<file path="src/rtl/dmem_pkg.sv">
// Shared definitions for the data-memory interface: size codes, FSM states
// and the byte-enable / alignment helpers used by the store path.
`timescale 1ns/1ps
package dmem_pkg;

  localparam logic [1:0] SZ_WORD = 2'b00;
  localparam logic [1:0] SZ_HALF = 2'b01;
  localparam logic [1:0] SZ_BYTE = 2'b10;

  typedef enum logic [1:0] {
    IDLE   = 2'd0,
    ACCESS = 2'd1,
    DONE   = 2'd2
  } dmem_state_t;

  function automatic logic [3:0] be_for(input logic [1:0] size, input logic [1:0] lane);
    case (size)
      SZ_BYTE: be_for = 4'b0001 << lane;
      SZ_HALF: be_for = lane[1] ? 4'b1100 : 4'b0011;
      default: be_for = 4'b1111;
    endcase
  endfunction

  // Reserved size 11 behaves as a word access.
  function automatic logic is_misaligned(input logic [1:0] size, input logic [1:0] lane);
    case (size)
      SZ_BYTE: is_misaligned = 1'b0;
      SZ_HALF: is_misaligned = lane[0];
      default: is_misaligned = |lane;
    endcase
  endfunction

endpackage

</file>
<file path="src/rtl/dmem_interface_extract.sv">
// Load-data lane extractor: picks the addressed byte/halfword out of a bus
// word and zero- or sign-extends it to 32 bits. Purely combinational.
`timescale 1ns/1ps
module mem_lane_extract
  import dmem_pkg::*;
(
  input  logic [31:0] rdata,
  input  logic [1:0]  lane,
  input  logic [1:0]  size,
  input  logic        sign_ext,
  output logic [31:0] result
);

  logic [31:0] shifted;
  logic [7:0]  byte_val;
  logic [15:0] half_val;

  always_comb begin
    shifted  = rdata >> {lane, 3'b000};
    byte_val = shifted[7:0];
    half_val = lane[1] ? rdata[31:16] : rdata[15:0];
    case (size)
      SZ_BYTE: result = {{24{sign_ext & byte_val[7]}}, byte_val};
      SZ_HALF: result = {{16{sign_ext & half_val[15]}}, half_val};
      default: result = rdata;
    endcase
  end

endmodule

</file>
<file path="src/rtl/dmem_interface.sv">
// M-stage data-memory interface: formats the request, stalls the pipeline
// through a registered req/ack bus access and returns extended load data.
`timescale 1ns/1ps
module dmem_interface
  import dmem_pkg::*;
#(
  parameter int AW = 32,
  parameter int DW = 32
) (
  input  logic          clk,
  input  logic          reset,
  input  logic          MemReqM,
  input  logic          MemWriteM,
  input  logic [1:0]    SizeM,
  input  logic          SignedM,
  input  logic [AW-1:0] ALUOutM,
  input  logic [DW-1:0] WriteDataM,
  output logic [DW-1:0] ReadDataM,
  output logic          StallMemM,
  output logic          MisalignM,
  output logic          mem_req,
  output logic          mem_we,
  output logic [AW-1:0] mem_addr,
  output logic [3:0]    mem_be,
  output logic [DW-1:0] mem_wdata,
  input  logic [DW-1:0] mem_rdata,
  input  logic          mem_ack,
  output dmem_state_t   dbg_state
);

  // Bus handshake: mem_req rises when ACCESS is entered and holds, together
  // with addr/we/be/wdata, until the cycle in which mem_ack is seen high;
  // that cycle completes the transfer and mem_rdata is valid only then.

  dmem_state_t state, state_next;
  logic [1:0]  lane_in;
  logic        misaligned;
  logic        start;
  logic [DW-1:0] wdata_fmt;
  logic [DW-1:0] extracted;
  logic [DW-1:0] hold;
  logic [1:0]  req_lane;
  logic [1:0]  req_size;
  logic        req_sign;

  assign dbg_state  = state;
  assign lane_in    = ALUOutM[1:0];
  assign misaligned = is_misaligned(SizeM, lane_in);
  assign start      = (state == IDLE) && MemReqM && !misaligned;

  always_ff @(posedge clk) begin
    if (!reset) state <= IDLE;
    else        state <= state_next;
  end

  always_comb begin
    state_next = state;
    case (state)
      IDLE:    if (start) state_next = ACCESS;
      ACCESS:  if (mem_ack) state_next = DONE;
      DONE:    state_next = IDLE;
      default: state_next = IDLE;
    endcase
  end

  // Reset gating keeps the stall and abort outputs quiet while reset is held.
  always_comb begin
    StallMemM = reset && (start || (state == ACCESS));
    MisalignM = reset && (state == IDLE) && MemReqM && misaligned;
    ReadDataM = (state == DONE) ? hold : '0;
  end

  always_comb begin
    case (SizeM)
      SZ_BYTE: wdata_fmt = {4{WriteDataM[7:0]}};
      SZ_HALF: wdata_fmt = {2{WriteDataM[15:0]}};
      default: wdata_fmt = WriteDataM;
    endcase
  end

  mem_lane_extract u_extract (
    .rdata    (mem_rdata),
    .lane     (req_lane),
    .size     (req_size),
    .sign_ext (req_sign),
    .result   (extracted)
  );

  always_ff @(posedge clk) begin
    if (!reset) begin
      mem_req   <= 1'b0;
      mem_we    <= 1'b0;
      mem_addr  <= '0;
      mem_be    <= 4'b0000;
      mem_wdata <= '0;
      hold      <= '0;
      req_lane  <= 2'b00;
      req_size  <= SZ_WORD;
      req_sign  <= 1'b0;
    end else begin
      if (start) begin
        mem_req   <= 1'b1;
        mem_we    <= MemWriteM;
        mem_addr  <= {ALUOutM[AW-1:2], 2'b00};
        mem_be    <= be_for(SizeM, lane_in);
        mem_wdata <= wdata_fmt;
        req_lane  <= lane_in;
        req_size  <= SizeM;
        req_sign  <= SignedM;
      end
      if ((state == ACCESS) && mem_ack) begin
        mem_req <= 1'b0;
        if (!mem_we) hold <= extracted;
      end
    end
  end

endmodule

</file>
<file path="config.mk">
export PLATFORM = sky130hd
export DESIGN_NAME = dmem_interface
export DESIGN_NICKNAME = d
export VERILOG_FILES = /design/src/rtl/dmem_pkg.sv /design/src/rtl/dmem_interface_extract.sv /design/src/rtl/dmem_interface.sv
export SDC_FILE = /design/constraint.sdc
export NUM_CORES = 1
export LEC_CHECK = 0
export CELL_PAD_IN_SITES_DETAIL_PLACEMENT = 0
export CELL_PAD_IN_SITES_GLOBAL_PLACEMENT = 1
export CORE_UTILIZATION = 35
export DETAILED_ROUTE_END_ITERATION = 12
export PLACE_DENSITY_LB_ADDON = 0.08
export SYNTH_ARGS = -nofsm -noshare
export SYNTH_HDL_FRONTEND = slang
export SYNTH_SLANG_ARGS = --single-unit
</file>
<file path="constraint.sdc">
create_clock -name clk -period 2.6 [get_ports clk]
set_input_delay 0.52 -clock clk [delete_from_list [all_inputs] [get_ports clk]]
set_output_delay 0.52 -clock clk [all_outputs]
set_load 0.05 [all_outputs]
</file>
# Word-level counts from Yosys, hierarchy flattened
# Index checks and enable logic that the tools add are counted.
# word_totals
output_inout_bits,106
word_cells,48
reg_bits,107
input_bits,104
# op_classes
n_shift,2
n_reduce_logical,14
mux,10
bitwise,4
eq_ne,8
# op_table
operator,n
32-bit one-hot mux with 2 select lines,2
32-bit 2-to-1 mux,1
32-bit by 5-bit right shift with 8-bit output,1
16-bit 2-to-1 mux,1
4-bit one-hot mux with 2 select lines,1
1-bit logical AND,7
2-bit by 1-bit == test with 1-bit output (second input constant),3
2-bit == test (second input constant),3
2-bit 2-to-1 mux,2
4-bit 2-to-1 mux,1
2-bit inequality test (second input constant),2
2-bit one-hot mux with 2 select lines,1
2-bit AND reduction,2
2-bit OR reduction,2
1-bit by 2-bit left shift with 4-bit output (first input constant),1
1-bit bitwise AND,2
2-bit zero test,1
1-bit NOT,2
1-bit one-hot mux with 2 select lines,1
1-bit zero test,1
1-bit logical OR,1

# Logic depth before layout (Yosys ltp)
# Gate-level depths: netlist of the first run.
# logic_depth
word_depth,6
ltp_mapped,8
ltp_nobuf,5

# Modules after synthesis
# From an unflattened synthesis of the first run, not the netlist that was laid out.
# unflattened
cells_unflattened,641
hier_area_um2,5347.6
# modules_own_cells
module,cells_each,n_inst,area_each_um2
dmem_interface,549,1,4669.5
mem_lane_extract,92,1,678.2

# Worst setup path after synthesis of the first run
# OpenSTA, ideal clock, no wires.
# synth_path
kind,input port to output port
from,input port SizeM[0]
to,output port MisalignM
t_required_ps,2080
n_path_buf,1
arrival_ps,2371
path_stages,5
setup_slack_ps,-291
cell_sequence,inv_1 ha_1 o21ai_1 clkbuf_1 a21boi_0
# synth_between
elab_chain_len,3
elab_cells_between_ends,4
# synth_rtl
item,line_no,rtl
from (decl),dmem_interface.sv:14,"input logic [1:0] SizeM,"
2-bit by 1-bit == test with 1-bit output / 2-bit == test (equally long branches),dmem_pkg.sv:26,case (size)
1-bit one-hot mux with 2 select lines (*),dmem_pkg.sv:26,
1-bit logical AND (*),dmem_interface.sv:69,MisalignM = reset && (state == IDLE) && MemReqM && misaligned;
to (decl),dmem_interface.sv:20,"output logic MisalignM,"
# Mark *: on every way between the ends. The rest lies on a longest branch, timed or not.

# Worst setup path in the final report of the first run
# Same ends and word-level chain as after synthesis.

==> impl_results.md, run 1 <==
- Slew HR: 0.233
- Status: complete, no violations
- Post-Synth XOR/XNOR Area: 0
- # clock sinks: 107
- Slew Viols, Final: 0
- DRT iter0 DRCs: roughly 360
- Detailed Place HPWL: between 10,000 and 15,000 um
- Lkg Pwr: ~3.0 nW
- Row cnt: 45
- Fillers: 1,401
- CP max stage cell: clkdlybuf4s50_1
- Adder-Cell Fraction of Synth Area: 0.00908
- Post-Syn Area per Cell: between 8 and 9 um2
- # nets final: around 900
- Asr flop ratio synth: 0
- Hold_buf cts: 0
- Number of library cell types mapped by synthesis: 44
- Setup_tns: 0 ns
- PortBufs: 207
- Period Utilization, post-route: 0.957
- DRC viols: 0
- CTS root buffer: clkbuf_16
- Initial antenna violation count: 1
- Die area: about 16,000 um2
- Overflow after GRT: 0
- Vias in the first global route: about 5,300
- Vias per cell: around 5.3
- Reg clk slew, reported paths: approximately 0.070 ns
- FF+latch count, synth: approximately 110
- First-pass GRT wire length: 28,300 um
- Top cell type's share of synthesized area: 0.389
- Critical Path RT: around 2.1 ns
- Core Box Area: approximately 15,000 um2
- Initial core utilization: 0.360
- Largest family of logic cells by synthesized area: compound AO/OA/AOI/OAI gates
- DP Cell Count: slightly above 1,000
- CP max stage delay: 0.48 ns
- Worst-Margin Slew: between 1 and 1.5 ns
- Sequential share of the synthesized area: 0.389
- Non-Filler Instances: between 1,000 and 1,500
- Post-synth EDFFs: 0
- Post-Syn Instances: ~630
- Worst-Skew Late Latency: ~0.35 ns
- Synth warn: 0
- P per Cell Area: about 520 nW/um2
- Worst hold slack: around 0.45 ns
- Clk buf depth: 2
- Highest net fanout along the worst path: 7
- I/O pins: 210
- Pre-antenna DRT Iters: 5
- Syn-to-layout area delta: 53.2%
- Worst Path Buf+Inv: 3
- Largest delay contributor family on the critical path: buffers and inverters
- Setup WS post-layout: 0.111 ns
- MaxCap Viol Count: 0
- Worst VDD drop: 421 uV
- Final min period: around 2.5 ns
- HP Class: register to register
- Total track usage: 0.222
- Netlist Area Pre-Place: 5510 um2
- Layout cells sized above 1: 0.119
- RePlAce Congestion: between 0.8 and 0.9
- Final hold vios: 0
- Critical path cell sequence: clkdlybuf4s50_1, inv_1, ha_4, o21ai_1, a21boi_1, buf_12
- TritonCTS Buffers: 9
- TritonCTS clock tree: yes
- Critical path launch point type: primary input
- Largest cells by area after synthesis: dfxtp_1 39%, mux2i_1 12%, nand2_1 8.0%, a211oi_1 4.9%, o211ai_1 4.1%
- Simple logic cell fraction of the synthesized area: 0.165
- Wire length per cell: between 15 and 20 um
- Cell taking the most area after synthesis: dfxtp_1
- Finish-stage setup viols: 0
- Die height: approximately 130 um
- Vias: ~5,400
- Achievable frequency: roughly 0.4 GHz
- Mux contribution to synthesized area: 0.142
- Setup crit end kind: output port
- Dpl ws: -0.104 ns
- Chip width: 128 um
- Antenna Nets Post-Route: 0
- Crit Path Class: primary input to output port
- Unrepaired setup endpoints after global routing: false
- Postcts setup bufs: 0
- Pin count of the biggest net entering global routing: roughly 90
- H-tree depth: 3
- Complex-gate fraction of the synthesized area: 0.231
- WP data arrival: between 1.5 and 2 ns
- Final Skew: 0.00602 ns
- Final wirelength: approximately 18,000 um
- Top_reg_cell synth: dfxtp_1
==> tightest hold or removal path: cells and delay by family (launching register included) <==
kind	cells	cell delay [ns]
flops	1	0.31
mux	1	0.05
simple gates	1	0.05
==> registers in the layout, summed over array words and instances (netlist names) <==
| register | count |
|---|---|
| dbg_state | 2 |
| req_sign | 1 |
| hold | 32 |
| mem_req | 1 |
| mem_wdata | 32 |
| mem_addr | 30 |
| mem_we | 1 |
| req_size | 2 |
| req_lane | 2 |
| mem_be | 4 |
==> through the flow <==
stage	utilization	power, mW	cell area (um2)
2_1_floorplan	-	2.61	5520
3_3_place_gp	0.533	3.09	8160
3_5_place_dp	0.533	3.11	8160
4_1_cts	0.550	4.42	8420
5_1_grt	0.551	4.58	8450
6_report	0.551	4.37	8450
==> synth_stat cells (2+ instances only) <==
cell type,number
a211oi_1,36
a21oi_1,12
a221o_1,8
a221oi_1,17
a311oi_1,19
a31oi_1,18
and2_1,32
and3_1,2
and3b_1,2
buf_1,2
buf_2,7
buf_4,9
clkbuf_1,48
dfxtp_1,107
ha_1,4
inv_1,8
mux2_2,10
mux2i_1,67
nand2_1,118
nand2b_1,10
nand3_1,9
nor2_1,4
nor2b_1,7
o211ai_1,30
o21ai_0,25
o22ai_1,2
or2_2,2
==> cell families (layout without fill, tap and decap cells) <==
family | Yosys count | in the layout
buf+inv | 77 | 259
flops | 107 | 107
simple gates | 191 | 191
compound gates | 175 | 175
fa+ha+maj | 4 | 4
other cells | 1 | 3
mux | 77 | 77
==> cell usage in the layout, fill, tap and decap left out, types with 10 or more instances in the layout <==
master,count
a211oi_1,36
a21oi_1,10
a221oi_1,17
a311oi_1,19
a31oi_1,18
and2_1,32
buf_12,39
buf_4,24
clkdlybuf4s50_1,171
dfxtp_1,107
mux2_2,10
mux2i_1,67
nand2_1,118
nand2b_1,10
o211ai_1,30
o21ai_0,24
==> what timing repair did <==
| action | CTS | global route |
|---|---|---|
| gates cloned | 0 | 0 |
| endpoints found under the setup margin | 1 | 2 |
| pin swaps | 1 | 1 |
| resized for setup | 3 | 4 |
==> final timing paths <==
path         slack [ns]  cells past startpoint                    endpoint                  startpoint
max                0.11                      6                   MisalignM                    SizeM[0]
min                0.45                      2  mem_wdata[10]$_SDFFE_PN0P_  mem_wdata[10]$_SDFFE_PN0P_
min reg2reg        0.45                      2  mem_wdata[10]$_SDFFE_PN0P_  mem_wdata[10]$_SDFFE_PN0P_
max reg2reg        0.51                      5       hold[18]$_SDFFE_PN0P_    req_size[0]$_SDFFE_PN0P_
==> power breakdown <==
part	total (mW)	leakage (nW)	switching, mW	internal (mW)
clock	1.28	0.126	0.609	0.672
combinational	1.27	2.01	0.744	0.527
sequential	1.82	0.873	0.0641	1.75
total	4.37	3.01	1.42	2.95
==> area by class of cell <==
type	count	area, um2	share of cell area
antenna	1	2.50	0.000296
clock buffer	13	250	0.0296
clock inverter	2	12.5	0.00148
inverter	9	33.8	0.00400
multi-input combinational	449	3060	0.362
sequential	107	2140	0.254
tap	211	264	0.0313
timing repair buffer	235	2690	0.318
==> metal layers <==
metal / wire [um] / track usage
met5: 0 / 0
met4: 240 / 0.0665
met3: 1120 / 0.0582
met2: 8220 / 0.352
met1: 8110 / 0.294
No activity file was read; power rests on OpenSTA's default activity.
==> run 2: changes to the inputs <==
--- a/config.mk
+++ b/config.mk
@@ -8,6 +8,7 @@
 export CELL_PAD_IN_SITES_DETAIL_PLACEMENT = 0
 export CELL_PAD_IN_SITES_GLOBAL_PLACEMENT = 1
 export CORE_UTILIZATION = 35
+export CTS_CLUSTER_SIZE = 25
 export DETAILED_ROUTE_END_ITERATION = 12
 export PLACE_DENSITY_LB_ADDON = 0.08
 export SYNTH_ARGS = -nofsm -noshare
==> results of run 2 <==
The final DEF is identical to that of run 1; final timing and power are the same.
==> run 3: changes to the inputs <==
--- a/config.mk
+++ b/config.mk
@@ -7,6 +7,7 @@
 export LEC_CHECK = 0
 export CELL_PAD_IN_SITES_DETAIL_PLACEMENT = 0
 export CELL_PAD_IN_SITES_GLOBAL_PLACEMENT = 1
+export CORE_MARGIN = 8
 export CORE_UTILIZATION = 35
 export CTS_CLUSTER_SIZE = 25
 export DETAILED_ROUTE_END_ITERATION = 12
==> run 3 against run 2 <==
Global-route usage shrank 3.7 points; combinational power is essentially flat; flip-flop and latch count is the same; clock-buffer cell count shrank 3; clock skew is essentially flat; sequential share of layout area shrank 0.22 points; routed wire length grew 6.4%; sequential power is essentially flat; maximum frequency shrank 2.2%; cell count grew 1.1%; utilization shrank 0.72 points; largest power group unchanged.
==> impl_results.md, run 3 (synthesis results as in run 1) <==
- Core Box Area: 15,700 um2 (+2.2%)
- Final hold vios: 0 (unchanged)
- Slew Viols, Final: 0 (unchanged)
- PortBufs: 207 (unchanged)
- DRC viols: 0 (unchanged)
- Total track usage: 0.185 (-0.0366)
- Reg clk slew, reported paths: 0.07 ns (about the same)
- Layout cells sized above 1: 0.129 (+0.00994)
- Die area: 20,000 um2 (+23%)
- Most frequent cells in the layout: 172 x clkdlybuf4s50_1, 118 x nand2_1, 107 x dfxtp_1, 67 x mux2i_1, 37 x buf_12
- Final wirelength: 18,800 um (+6.4%)
- Unrepaired setup endpoints after global routing: false
- Slew HR: 0.463 (+0.230)
- Lkg Pwr: 3.05 nW (+1.5%)
- Die height: 142 um (+11%)
- Worst Path Buf+Inv: 3 (unchanged)
- Final min period: 2.55 ns (+0.0567 ns)
- Antenna Nets Post-Route: 0 (unchanged)
- Largest delay contributor family on the critical path: buffers and inverters
- Core Util, Final: 0.544 (-0.00719)
- Worst-Margin Slew: 0.806 ns (-0.343 ns)
- Pin count of the biggest net entering global routing: 89 (+1.1%)
- DP Cell Count: 1,022 (+1.1%)
- Initial antenna violation count: 0 (-1)
- Worst-Skew Late Latency: 0.35 ns (about the same)
- First-pass GRT wire length: 29,700 um (+4.8%)
- Antenna Cells: 0 (-1)
- Crit path top cell by count: a21oi_2
- Worst VDD drop: 426 uV (+1.2%)
- Clock group share of total power: 0.323 (+0.030)
- Vias: 5,494 (+1.6%)
- Largest registers: hold x32, mem_wdata x32, mem_addr x30
- Detailed Place HPWL: 14,200 um (+13%)
- Flop pwr share: 0.397 (-0.019)
- CTS root buffer: clkbuf_16
- Finish-stage setup viols: 0 (unchanged)
- Final Skew: 0.00619 ns (+0.000165 ns)
- Non-Filler Instances: 1,038 (+1.1%)
- Wire length per cell: 18.1 um (+5.3%)
- RePlAce Congestion: 0.894 (+9.2%)
- Commonest non-fill, non-tap cell in the layout: clkdlybuf4s50_1
- Comb pwr share: 0.280 (-0.011)
- Status: complete, no violations
- Period Utilization, post-route: 0.979 (+0.0218)
- Critical path launch point type: primary input
- # nets final: 925 (+0.65%)
- Achievable frequency: 0.393 GHz (-2.2%)
- Critical path cell sequence: clkdlybuf4s50_1, inv_1, ha_4, a21oi_2, o21ai_1, a21oi_2, buf_12
- Pre-antenna DRT Iters: 5 (unchanged)
- I/O pins: 210 (unchanged)
- MaxCap Viol Count: 0 (unchanged)
- # clock sinks: 107 (unchanged)
- Hold_buf cts: 0 (unchanged)
- Chip width: 142 um (+11%)
- Highest net fanout along the worst path: 7 (unchanged)
- CP max stage cell: clkdlybuf4s50_1
- CP max stage delay: 0.49 ns (about the same)
- WP data arrival: 2.03 ns (+0.06 ns)
- Critical Path RT: 2.08 ns (about the same)
- TritonCTS clock tree: yes
- Vias per cell: 5.29 (+0.57%)
- H-tree depth: 3 (unchanged)
- TritonCTS Buffers: 9 (unchanged)
- P per Cell Area: 536 nW/um2 (+3.7%)
- Crit Path Class: primary input to output port
- DRT iter0 DRCs: 299 (-16%)
- Syn-to-layout area delta: 54.6%
- Clk buf depth: 2 (unchanged)
- Setup crit end kind: output port
- Row cnt: 46 (+2.2%)
- NetSw: 1.44 mW (+1.7%)
- Vias in the first global route: 5,627 (+5.9%)
- Overflow after GRT: 0 (unchanged)
- Sw Share: 0.315 (-0.00929)
- Internal power: 3.13 mW (+6.1%)
- HP Class: register to register
- Initial core utilization: 0.352 (-0.00783)
[run 3: cell types whose count changed in the layout (fill, tap and decap cells not counted), sizes merged, moves of 2 or more]
cell	previous run	this run
buf	63	69
clkbuf	13	10
bufinv	0	2
clkinv	2	4
[run 3: worst paths after layout]
| check | depth (start not counted) | end | start | slack (ns) |
|---|---|---|---|---|
| max reg2reg | 5 | hold[7]$_SDFFE_PN0P_ | req_size[0]$_SDFFE_PN0P_ | 0.67 |
| min | 2 | mem_wdata[29]$_SDFFE_PN0P_ | mem_wdata[29]$_SDFFE_PN0P_ | 0.46 |
| max | 7 | StallMemM | SizeM[0] | 0.05 |
| min reg2reg | 2 | mem_wdata[29]$_SDFFE_PN0P_ | mem_wdata[29]$_SDFFE_PN0P_ | 0.46 |
[run 3: tightest hold or removal path: cells and delay by family, from the launching register on]
family / cells / cell delay, ns
DFF: 1 / 0.31
muxes: 1 / 0.05
and+or+nand+nor: 1 / 0.05
[run 3: layout make-up]
class                   count  area [um2]
repair buffers            241        2700
clock inverters             6        87.6
fillers                  1474        7130
clock buffers              10         229
multi-input cells         449        3060
inverters                   9        33.8
well taps                 216         270
flip-flops and latches    107        2140
[run 3: power groups by stage]
stage | Combinational [mW] | Sequential (mW) | Clock, mW
2_1_floorplan | 0.487 | 2.12 | 0
6_report | 1.28 | 1.82 | 1.48
3_3_place_gp | 1.26 | 1.85 | 0
3_5_place_dp | 1.27 | 1.85 | 0
4_1_cts | 1.28 | 1.82 | 1.53
5_1_grt | 1.36 | 1.83 | 1.59
[run 3: metal layers]
metal	global-route usage	up-vias	share of wire
met1	0.225	2630	0.43
met5	0	-	0
li1	-	2662	-
met2	0.301	188	0.46
met3	0.0709	14	0.094
met4	0.0480	0	0.012
[run 3: stage by stage]
stage | power (mW) | hold slack [ns] | instance area (um2) | worst slack [ns] | setup TNS [ns]
6_report | 4.57 | 0.459 | 8520 | 0.0547 | 0
3_5_place_dp | 3.12 | 0.446 | 8180 | -0.0775 | -0.0775
2_1_floorplan | 2.61 | 0.451 | 5520 | 0.0805 | 0
5_1_grt | 4.78 | 0.473 | 8520 | 0.0167 | 0
3_3_place_gp | 3.11 | 0.441 | 8180 | -0.0600 | -0.0600
4_1_cts | 4.62 | 0.466 | 8510 | 0.00679 | 0
[run 3: what timing repair did]
action,4_1_cts,5_1_grt
pin swaps,2,2
setup buffers,0,0
setup endpoints to repair,1,2
gates resized for setup,4,2
